--- src/rtl/recibir_datos_pkg.sv ---
// recibir_datos_pkg: shared FSM states, bit-period helper and command width (RECIBIR_PARITY_EN adds PARITY)
package recibir_datos_pkg;
  localparam int CMD_W = 3;
  typedef enum logic [2:0] {
    IDLE,
    START,
    DATA,
`ifdef RECIBIR_PARITY_EN
    PARITY,
`endif
    STOP,
    WAIT_HIGH
  } state_t;
  function automatic int clks_per_bit(input int clk_freq, input int baud);
    return clk_freq / baud;
  endfunction
endpackage

--- src/rtl/recibir_datos_sincronizador.sv ---
// sincronizador: 2-FF synchronizer for an asynchronous input, reset value selectable
module sincronizador #(
  parameter logic RST_VAL = 1'b1
) (
  input  logic clk,
  input  logic rst,
  input  logic d,
  output logic q
);
  logic [1:0] sync_q, sync_d;
  // shift the async sample through two stages
  always_comb sync_d = {sync_q[0], d};
  // synchronizer registers
  always_ff @(posedge clk)
    if (rst) sync_q <= {2{RST_VAL}};
    else sync_q <= sync_d;
  assign q = sync_q[1];
endmodule

--- src/rtl/recibir_datos.sv ---
// recibir_datos: 8N1 UART receiver with command decode (RECIBIR_PARITY_EN selects 8E1)
module recibir_datos
  import recibir_datos_pkg::*;
#(
  parameter int CLK_FREQ = 50_000_000,
  parameter int BAUD     = 115200
) (
  input  logic             clk,
  input  logic             rst,
  input  logic             rx,
  output logic [7:0]       datos,
  output logic             datos_valid,
  output logic [CMD_W-1:0] command,
  output logic             command_valid,
  output logic             frame_error,
  output logic             busy
);
  localparam int CPB = clks_per_bit(CLK_FREQ, BAUD);
  localparam int TW  = $clog2(CPB);
  logic rx_s;
  state_t state_q, state_d;
  logic [TW-1:0] timer_q, timer_d;
  logic [2:0] idx_q, idx_d;
  logic [7:0] shift_q, shift_d, datos_q, datos_d;
  logic [CMD_W-1:0] command_q, command_d;
  logic dv_q, dv_d, cv_q, cv_d, fe_q, fe_d, bad_frame;
  logic bit_end, mid_bit;
`ifdef RECIBIR_PARITY_EN
  logic par_err_q, par_err_d;
`endif
  sincronizador #(.RST_VAL(1'b1)) u_sync (.clk(clk), .rst(rst), .d(rx), .q(rx_s));
  assign bit_end = timer_q == TW'(CPB - 1);
  assign mid_bit = timer_q == TW'(CPB / 2 - 1);
`ifdef RECIBIR_PARITY_EN
  assign bad_frame = !rx_s || par_err_q;
`else
  assign bad_frame = !rx_s;
`endif
  // next-state, bit sampling and strobe generation
  always_comb begin
    state_d   = state_q;
    timer_d   = timer_q + TW'(1);
    idx_d     = idx_q;
    shift_d   = shift_q;
    datos_d   = datos_q;
    command_d = command_q;
    dv_d      = 1'b0;
    cv_d      = 1'b0;
    fe_d      = 1'b0;
`ifdef RECIBIR_PARITY_EN
    par_err_d = par_err_q;
`endif
    case (state_q)
      IDLE: begin
        timer_d = '0;
        idx_d   = '0;
        state_d = rx_s ? IDLE : START;
      end
      START: if (mid_bit) begin
        timer_d = '0;
        state_d = rx_s ? IDLE : DATA;
`ifdef RECIBIR_PARITY_EN
        par_err_d = 1'b0;
`endif
      end
      DATA: if (bit_end) begin
        timer_d         = '0;
        shift_d[idx_q]  = rx_s;
        idx_d           = idx_q + 3'd1;
`ifdef RECIBIR_PARITY_EN
        state_d = idx_q == 3'd7 ? PARITY : DATA;
`else
        state_d = idx_q == 3'd7 ? STOP : DATA;
`endif
      end
`ifdef RECIBIR_PARITY_EN
      PARITY: if (bit_end) begin
        timer_d   = '0;
        par_err_d = rx_s != ^shift_q;
        state_d   = STOP;
      end
`endif
      STOP: if (bit_end) begin
        timer_d   = '0;
        dv_d      = !bad_frame;
        cv_d      = !bad_frame && shift_q[7:3] == 5'd0;
        fe_d      = bad_frame;
        datos_d   = bad_frame ? datos_q : shift_q;
        command_d = cv_d ? shift_q[CMD_W-1:0] : command_q;
        state_d   = rx_s ? IDLE : WAIT_HIGH;
      end
      WAIT_HIGH: begin
        timer_d = '0;
        state_d = rx_s ? IDLE : WAIT_HIGH;
      end
      default: state_d = IDLE;
    endcase
  end
  // state and output registers
  always_ff @(posedge clk)
    if (rst) begin
      state_q   <= IDLE;
      timer_q   <= '0;
      idx_q     <= '0;
      shift_q   <= '0;
      datos_q   <= '0;
      command_q <= '0;
      dv_q      <= 1'b0;
      cv_q      <= 1'b0;
      fe_q      <= 1'b0;
`ifdef RECIBIR_PARITY_EN
      par_err_q <= 1'b0;
`endif
    end else begin
      state_q   <= state_d;
      timer_q   <= timer_d;
      idx_q     <= idx_d;
      shift_q   <= shift_d;
      datos_q   <= datos_d;
      command_q <= command_d;
      dv_q      <= dv_d;
      cv_q      <= cv_d;
      fe_q      <= fe_d;
`ifdef RECIBIR_PARITY_EN
      par_err_q <= par_err_d;
`endif
    end
  assign datos         = datos_q;
  assign datos_valid   = dv_q;
  assign command       = command_q;
  assign command_valid = cv_q;
  assign frame_error   = fe_q;
  assign busy          = state_q != IDLE;
endmodule

--- config.mk ---
export PLATFORM = sky130hd
export DESIGN_NAME = recibir_datos
export DESIGN_NICKNAME = d
export VERILOG_FILES = /design/src/rtl/recibir_datos_pkg.sv /design/src/rtl/recibir_datos_sincronizador.sv /design/src/rtl/recibir_datos.sv
export SDC_FILE = /design/constraint.sdc
export NUM_CORES = 1
export LEC_CHECK = 0
export ABC_AREA = 1
export CORE_ASPECT_RATIO = 1.5
export CORE_MARGIN = 1.5
export CORE_UTILIZATION = 51
export CTS_CLUSTER_SIZE = 24
export DETAILED_ROUTE_END_ITERATION = 7
export PLACE_DENSITY = 0.73
export REMOVE_ABC_BUFFERS = 1
export SLEW_MARGIN = 20
export SYNTH_ARGS = -nofsm -noshare
export SYNTH_HDL_FRONTEND = slang
export SYNTH_SLANG_ARGS = --single-unit
--- constraint.sdc ---
create_clock -name clk -period 1.27 [get_ports clk]
set_input_delay 0.1905 -clock clk [delete_from_list [all_inputs] [get_ports clk]]
set_output_delay 0.1905 -clock clk [all_outputs]
set_load 0.02 [all_outputs]
## Word-level counts from Yosys, hierarchy flattened

Cells that the tools add are included.

| operators by class | value |
|---|---|
| $lt $le $gt $ge | 2 |
| bitwise gates (word level) | 2 |
| add/sub/neg operators | 2 |
| reduce and logical (&&, ||, !) cells | 15 |
| eq/ne operators | 10 |
| multiplexer cells | 16 |

Operators by type and width:

| cell | number |
|---|---|
| $pmux 9 s3 | 1 |
| $mux 9 | 2 |
| $mux 3 | 5 |
| $pmux 3 s5 | 1 |
| $add 9x1->9 const B | 1 |
| $eq 9x8->1 const B | 1 |
| $eq 9x9->1 const B | 1 |
| $reduce_and 3->1 | 3 |
| $bwmux 8 | 1 |
| $eq 3x2->1 const B | 2 |
| $eq 3x3->1 const B | 2 |
| $ne 2x2->1 const B | 3 |
| $pmux 3 s2 | 1 |
| $logic_not 5->1 | 1 |
| $lt 3x4->1 const B | 1 |
| $reduce_and 2->1 | 2 |
| $reduce_or 2->1 | 2 |
| $add 3x1->3 const B | 1 |
| $demux 1 s3 | 1 |
| $eq 3x1->1 const B | 1 |
| $ge 3x1->1 const B | 1 |
| $logic_not 3->1 | 1 |
| $mux 1 | 3 |
| $reduce_bool 3->1 | 1 |
| other kinds (6) | 8 |

| storage, ports and cells | value |
|---|---|
| bits in registers | 39 |
| logic and storage cells | 57 |

## Logic depth before layout (Yosys ltp)

Gate-level depths: netlist of run 1.

| logic depth | value |
|---|---|
| depth after elaboration | 5 |
| mapped depth | 11 |
| gate-level depth less buffers | 10 |

## Hierarchy

A second synthesis of run 1 with hierarchy kept.

| second synthesis, totals | value |
|---|---|
| cells, all modules | 276 |
| area, all modules | 1,873.0 sq um |

Modules (own cells, without submodules):

| module | area an instance (sq um) | sequential area each (sq um) | instances | cells each |
|---|---|---|---|---|
| recibir_datos | 1,814.2 | 740.7 | 1 | 269 |
| sincronizador | 58.8 | 40.0 | 1 | 7 |

## Worst setup path before layout of run 1

No wires, ideal clock.

| timing | value |
|---|---|
| path type | reg-to-reg |
| start | reg timer_q[0] |
| end | reg timer_q[7] |
| setup time | 116 ps |
| setup slack | -31 ps |
| required time | 1,154 ps |
| data arrival time | 1,185 ps |
| cell stages (with the launch flop) | 9 |
| path buffers | 0 |
| path through | dfxtp_1 ha_1 nand2_1 nor2_2 nand2_2 nand2_1 nand3_2 nand2_2 nor2_1 |

| on the way | value |
|---|---|
| cells in the longest elaborated chain, start to end | 3 |
| elaborated cells between the ends (all ways) | 6 |

RTL lines:

| element | RTL line | text |
|---|---|---|
| start, declared | recibir_datos.sv:22 | `logic [TW-1:0] timer_q, timer_d;` |
| start signal, assigned | recibir_datos.sv:116 | `timer_q <= timer_d;` |
| $add 9x1->9 (tied with other cells) | recibir_datos.sv:42 | `timer_d = timer_q + TW'(1);` |
| $mux 9, on equally long branches | recibir_datos.sv:66, recibir_datos.sv:83, recibir_datos.sv:59 |  |
| $pmux 9 s3 * | recibir_datos.sv:53 | `case (state_q)` |

Every way passes the cells marked *; elsewhere a longest branch is shown, timed or not.
A chain may end at the register's enable or synchronous reset.

## Worst setup path after layout of run 1

| timing | value |
|---|---|
| start | reg timer_q[1] |
| end | reg shift_q[4] |

| on the way | value |
|---|---|
| cells in the longest elaborated chain, start to end | 2 |

RTL lines:

| element | RTL line | text |
|---|---|---|
| $eq 9x9->1 | recibir_datos.sv:32 | `assign bit_end = timer_q == TW'(CPB - 1);` |
| $reduce_and 2->1 (no line) | n/a |  |
| end signal, assigned | recibir_datos.sv:118 | `shift_q <= shift_d;` |
| end, declared | recibir_datos.sv:24 | `logic [7:0] shift_q, shift_d, datos_q, datos_d;` |

Every way passes these cells.

==> results of run 1 <==
[registers in the layout, indices dropped and copies added (netlist names)]
| name | cells |
|---|---|
| frame_error | 1 |
| idx_q | 3 |
| state_q | 3 |
| datos | 8 |
| shift_q | 8 |
| command | 3 |
| command_valid | 1 |
| u_sync.sync_q | 2 |
| datos_valid | 1 |
| timer_q | 9 |
[cells in the final DEF (no fill, tap or decap), types with 2 or more instances in the layout]
cell	netlist	routed
a21boi_2	0	2
a21oi_1	9	5
a21oi_2	0	4
buf_4	0	31
buf_6	2	8
clkbuf_8	0	5
clkdlybuf4s50_1	0	2
clkinv_1	2	2
dfxtp_1	39	36
dfxtp_2	0	3
dlygate4sd2_1	0	14
ha_1	5	2
ha_4	0	2
inv_1	35	31
inv_2	1	5
nand2_1	64	55
nand2_2	5	11
nand2_4	1	5
nand3_1	17	11
nand3_2	3	8
nand3b_1	5	5
nand4_1	5	5
nor2_1	53	46
nor2_2	2	8
nor2_4	3	4
nor3_1	4	3
o21ai_0	5	4
or2_2	3	3
xor2_1	2	2
[cells by family after synthesis]
logic type,count (synthesis),share of synthesized area [%]
AND/OR/NAND/NOR,166,39.72
XOR/XNOR,3,1.379
flip-flops,39,40.97
buffers and inverters,45,9.783
adder cells (fa/ha/maj),5,3.283
AO/OA/AOI/OAI,17,4.858
[through the flow]
step / TNS (ns) / util (%) / hold slack, ns / power, uW
after CTS: -2.386 / 71.44 / 0.4431 / 2419
after detailed placement: -2.927 / 65.11 / 0.4237 / 1583
after floorplan: -0.5381 / - / 0.2596 / 1440
after global routing: -5.665 / 74.07 / 0.4494 / 2535
final: -2.290 / 74.07 / 0.4221 / 2430
after global placement: -1.321 / 65.11 / 0.3961 / 1577
[layout make-up]
class                      instances  area share (%)
clock buffer                       6           2.710
clock inverter                     2          0.4673
inverter                          38           5.327
multi-input combinational        192           41.87
sequential                        39           29.30
tap                               43           2.009
timing repair buffer              57           18.32
[power groups by stage]
| stage | registers [uW] | logic (uW) | clock network, uW |
|---|---|---|---|
| after floorplan | 1290 | 146 | 0 |
| after global placement | 1290 | 284 | 0 |
| after detailed placement | 1290 | 289 | 0 |
| after CTS | 1270 | 317 | 834 |
| after global routing | 1270 | 370 | 892 |
| final | 1270 | 347 | 814 |
[timing repair]
| action | 4_1_cts | 5_1_grt |
|---|---|---|
| buffers inserted | 4 | 2 |
| gates cloned | 1 | 0 |
| setup endpoints to repair | 49 | 37 |
| pin swaps | 18 | 23 |
| resized for setup | 53 | 26 |
[metal layers]
metal,vias to the layer above,share of wire (%)
li1,970,-
met1,871,36
met2,40,58
met3,13,3.3
met4,0,2.8
met5,-,0
[worst paths after layout]
kind	from	end	slack, ns	cells after the start
setup / recovery	timer_q[1]	shift_q[4]	-0.13	10
hold / removal	u_sync.sync_q[0]	u_sync.sync_q[1]	0.42	1
setup reg to reg	timer_q[1]	shift_q[4]	-0.13	10
hold reg to reg	u_sync.sync_q[0]	u_sync.sync_q[1]	0.42	1
==> key figures, run 1 <==
Run
  – Max-capacitance violation count: 0

Clock network
  – CTS Buffer Depth: 2
  – CTS tree: yes
  – CTS Buf Count: 5
  – H-tree Lvls: 2
  – Clk_lat worst skew: around 0.29 ns
  – Clk slew on worst S/H paths: around 0.080 ns
  – Num Clock Sinks: 39
  – Clk root buf: clkbuf_8
  – Cts hold-fix bufs: 0

GRT
  – Vias in the first global route: roughly 1800
  – GRT Max-Usage Layer: met2
  – Pin count of the biggest net entering global routing: 16
  – Grt ovf: 0
  – Initial antenna violation count: 0
  – Tot GR Track Use: a little under a quarter
  – Met1 Use GR: a little under a quarter
  – First-pass GRT wire length: 7362 um
  – Global routing usage on met3: under 10%
  – GR Layer Usage met2: about 46%

Synthesis
  – Yosys top cell area share: between 40% and 50%
  – Cell accounting for the most synthesized area: dfxtp_1
  – Synth Cell Area: between 0.0015 and 0.002 mm^2
  – FFs w/ async S/R, synth: 0%
  – Post-synth top cells: 64 x nand2_1, 53 x nor2_1, 39 x dfxtp_1
  – Top_reg_cell synth: dfxtp_1
  – Sequential area share after synthesis: around 40%
  – Synthesized area per cell: about 7 um^2
  – FF+latch count, synth: 39
  – Synth warnings: 0
  – Yosys cell types: 27
  – EDFF count, synth: 0
  – Top post-synthesis cells by area: dfxtp_1 41%, nand2_1 13%, nor2_1 10%
  – Count leader, synth: nand2_1
  – Syn Inst Count: 275

Critical path
  – Top cell family by delay on the critical path: simple AND/OR/NAND/NOR gates
  – Worst path arrival time: 1.59 ns
  – CP Max Fanout: 7
  – Cells along the critical path: inv_2 > ha_4 > nand2_4 > inv_2 > nand2_2 > nor2_4 > buf_6 > nand3b_1 > nor2_1 > nor2_1
  – Worst path required time: around 1.5 ns
  – Crit path kind: reg -> reg
  – Slowest CP cell: dfxtp_2
  – Setup crit start kind: register
  – Worst path max stage delay: around 0.33 ns
  – Bufs and invs on worst path: 3
  – Endpoint type of the worst setup path: register

Layout
  – Area growth from synthesis to layout: 40.51%
  – FF+latch area: 784.5 um^2
  – Design area: between 0.002 and 0.003 mm^2
  – FILL cells: approximately 290
  – Antenna cells: 0
  – Multi-input gate area: between 0.001 and 0.0015 mm^2
  – Share of cells above drive strength 1: about a third
  – Final Non-Filler Cells: around 380
  – Nets: about 340

Power and ir drop
  – Clk pwr share: around a third
  – P_int: roughly 1800 uW
  – Net Sw Power: between 600 and 700 uW
  – Sw Ratio: 26.80%
  – Combinational power share: between 10% and 20%
  – Flop pwr share: a little over half
  – PwrDens: approximately 910 mW/mm^2
  – Maximum vdd drop: roughly 0.86 mV
  – Pleak: about 0.0013 uW

Die
  – Die width: roughly 53 um
  – Std cell rows: 27
  – Initial core utilization: between 50% and 60%
  – Total I/O pin count: 18
  – Die Ht: around 78 um
  – Core area: about 0.0036 mm^2
  – Die footprint: 0.004120 mm^2

Detailed routing
  – DR iter-0 viols: 47
  – Via density: ~5
  – Routed vias: around 1900
  – DR DRC count: 2
  – DRT Pass-1 Iters: 6
  – Routed Antenna Nets: 0
  – WL/cell: approximately 13 um
  – Routed WL: roughly 4700 um

Timing
  – Fmax: a little over 700 MHz
  – Slew Limit Fails: 0
  – Fin crit share: 110.4%
  – Slew @ Worst Pin: between 0.4 and 0.5 ns
  – Hold Vio Cnt, Final: 0
  – Final WS setup: -0.1321 ns
  – Tmin final: approximately 1.4 ns
  – Final setup viols: 34
  – RSZ-0062 raised after global routing: yes
  – Clock skew: 0.007588 ns
  – Relative slew slack: 72.12%

Placed design
  – Area post-placement: about 0.0024 mm^2
  – DP Worst Slack: -0.1681 ns
  – I/O Buffers: 17
  – Dpl cells: about 360
  – RePlAce Congestion: 0.8488
  – DP Wirelength: 3077 um

Status
  – Outcome: finished, violations left
  – Failing checks: DRC, setup timing

Worst hold path
  – HP Class: reg -> reg
(Power assumes the default switching activity.)
==> inputs of run 2 (changes only) <==
CAP_MARGIN = 30   (was unset)
clock period = 1.16 ns   (was 1.27 ns; I/O delays follow)
==> key figures, run 2 (same netlist as run 1, synthesis figures left out) <==
Run
  – Max-capacitance violation count: 0

GRT
  – Tot GR Track Use: between 20% and 30%
  – GRT Max-Usage Layer: met2
  – Global routing usage on met3: 4.808%
  – Met1 Use GR: between 20% and 30%
  – GR Layer Usage met2: 45.13%
  – Initial antenna violation count: 0
  – First-pass GRT wire length: 7438 um
  – Vias in the first global route: between 1500 and 2000
  – Grt ovf: 0
  – Pin count of the biggest net entering global routing: 18

Clock network
  – Clk slew on worst S/H paths: ~0.07 ns
  – CTS Buffer Depth: 2
  – Clk root buf: clkbuf_8
  – Num Clock Sinks: 39
  – CTS Buf Count: 5
  – CTS tree: yes
  – Clk_lat worst skew: 0.29 ns
  – H-tree Lvls: 2

Timing
  – Fmax: a little over 700 MHz
  – Hold Vio Cnt, Final: 0
  – Setup TNS: -6.674 ns
  – Final setup viols: 37
  – Slew Limit Fails: 0
  – Final WS setup: -0.2529 ns
  – Slew @ Worst Pin: between 0.4 and 0.5 ns
  – Fin crit share: 121.8%
  – RSZ-0062 raised after global routing: yes
  – Tmin final: roughly 1.4 ns
  – Relative slew slack: a little over two thirds
  – Worst hold slack: about 0.41 ns
  – Clock skew: about 0.0057 ns

Placed design
  – DP Wirelength: around 3000 um
  – I/O Buffers: 17
  – RePlAce Congestion: 0.8767

Layout
  – Nets: 342
  – Area growth from synthesis to layout: 44.58%
  – Commonest non-fill, non-tap cell in the layout: nand2_1
  – Commonest cells after routing, fill and taps aside: 54 x nand2_1, 48 x nor2_1, 36 x buf_4
  – FILL cells: 275
  – Antenna cells: 0
  – Final core utilization: 76.22%
  – Share of cells above drive strength 1: approximately a third
  – Max reg flops: 9
  – Top reg by flops: timer_q

Critical path
  – Critical path origin: timer_q[1]
  – Crit path kind: reg -> reg
  – Reg2reg start: timer_q[1]
  – Worst path required time: around 1.4 ns
  – CP Max Fanout: 6
  – Endpoint type of the worst setup path: register
  – Setup crit start kind: register
  – Worst path arrival time: ~1.6 ns

Die
  – Std cell rows: 27
  – Die footprint: 0.004120 mm^2
  – Die width: 52.91 um
  – Total I/O pin count: 18
  – Die Ht: between 70 and 80 um
  – Core area: between 0.003 and 0.004 mm^2
  – Initial core utilization: 52.72%

Detailed routing
  – Via density: around 5.0
  – DRT Pass-1 Iters: 4
  – DR iter-0 viols: 42
  – Routed WL: around 4500 um
  – Routed vias: between 1500 and 2000
  – WL/cell: about 12 um
  – DR DRC count: 0
  – Routed Antenna Nets: 0

Power and ir drop
  – PwrDens: 982.0 mW/mm^2
  – Final Power: approximately 2700 uW
  – Maximum vdd drop: between 0.7 and 0.8 mV
  – Pleak: about 0.0013 uW

Status
  – Outcome: finished, violations left
  – Failing checks: setup timing

Worst hold path
  – Hold_sp: u_sync.sync_q[0]
  – HP Class: reg -> reg
## run 2: path summary, 6_finish.rpt
kind	to	slack, ns	depth (start not counted)
hold reg to reg	u_sync.sync_q[1]	0.41	1
setup / recovery	command[2]	-0.25	9
setup reg to reg	command[2]	-0.25	9
hold / removal	u_sync.sync_q[1]	0.41	1
## run 2: layer usage
metal | share of wire, % | routed length [um]
met1 | 38 | 1732
met2 | 57 | 2565
met3 | 2.5 | 115
met4 | 2.4 | 110
met5 | 0 | 0
## run 2: layout make-up
| type | instances | area, um^2 | area share [%] |
|---|---|---|---|
| sequential | 39 | 793.3 | 28.79 |
| multi-input combinational | 191 | 1179 | 42.78 |
| clock inverter | 1 | 5.005 | 0.1817 |
| clock buffer | 7 | 76.32 | 2.770 |
| inverter | 38 | 145.1 | 5.268 |
| tap | 43 | 53.80 | 1.953 |
| timing repair buffer | 59 | 503.0 | 18.26 |
## run 2: per-stage QoR
step / instance area, um^2 / std cells / worst slack, ns
after floorplan: 1862 / 268 / -0.2422
after global placement: 2361 / 363 / -0.2487
after detailed placement: 2361 / 363 / -0.3031
after CTS: 2597 / 374 / -0.2446
after global routing: 2755 / 378 / -0.3602
final: 2755 / 378 / -0.2529
## run 2: what timing repair did
item | CTS | global route
endpoints found under the setup margin | 52 | 48
cloned | 0 | 0
resized for setup | 64 | 40
pin swaps | 16 | 9
buffers inserted | 3 | 4
hold buffers | 0 | 0
## run 2: worst max-delay path, stage by stage (launching register included)
cell      delay, ns
dfxtp_2        0.33
inv_2          0.07
ha_4           0.13
nand2_4        0.06
nor2_4         0.10
nand3b_1       0.22
nor2_4         0.22
nand2_1        0.08
nand2_1        0.06
nor2_1         0.04
## run 2: power by group
group          internal (uW)  switching (uW)  leakage, uW
combinational            187             236     0.000903
sequential              1360            28.6     0.000318
clock                    422             468    0.0000422
==> inputs of run 3 (changes only) <==
CAP_MARGIN = 10   (was 30)
==> results of run 3 <==
Same layout as run 2: the final DEF is identical, and so are final timing and power.
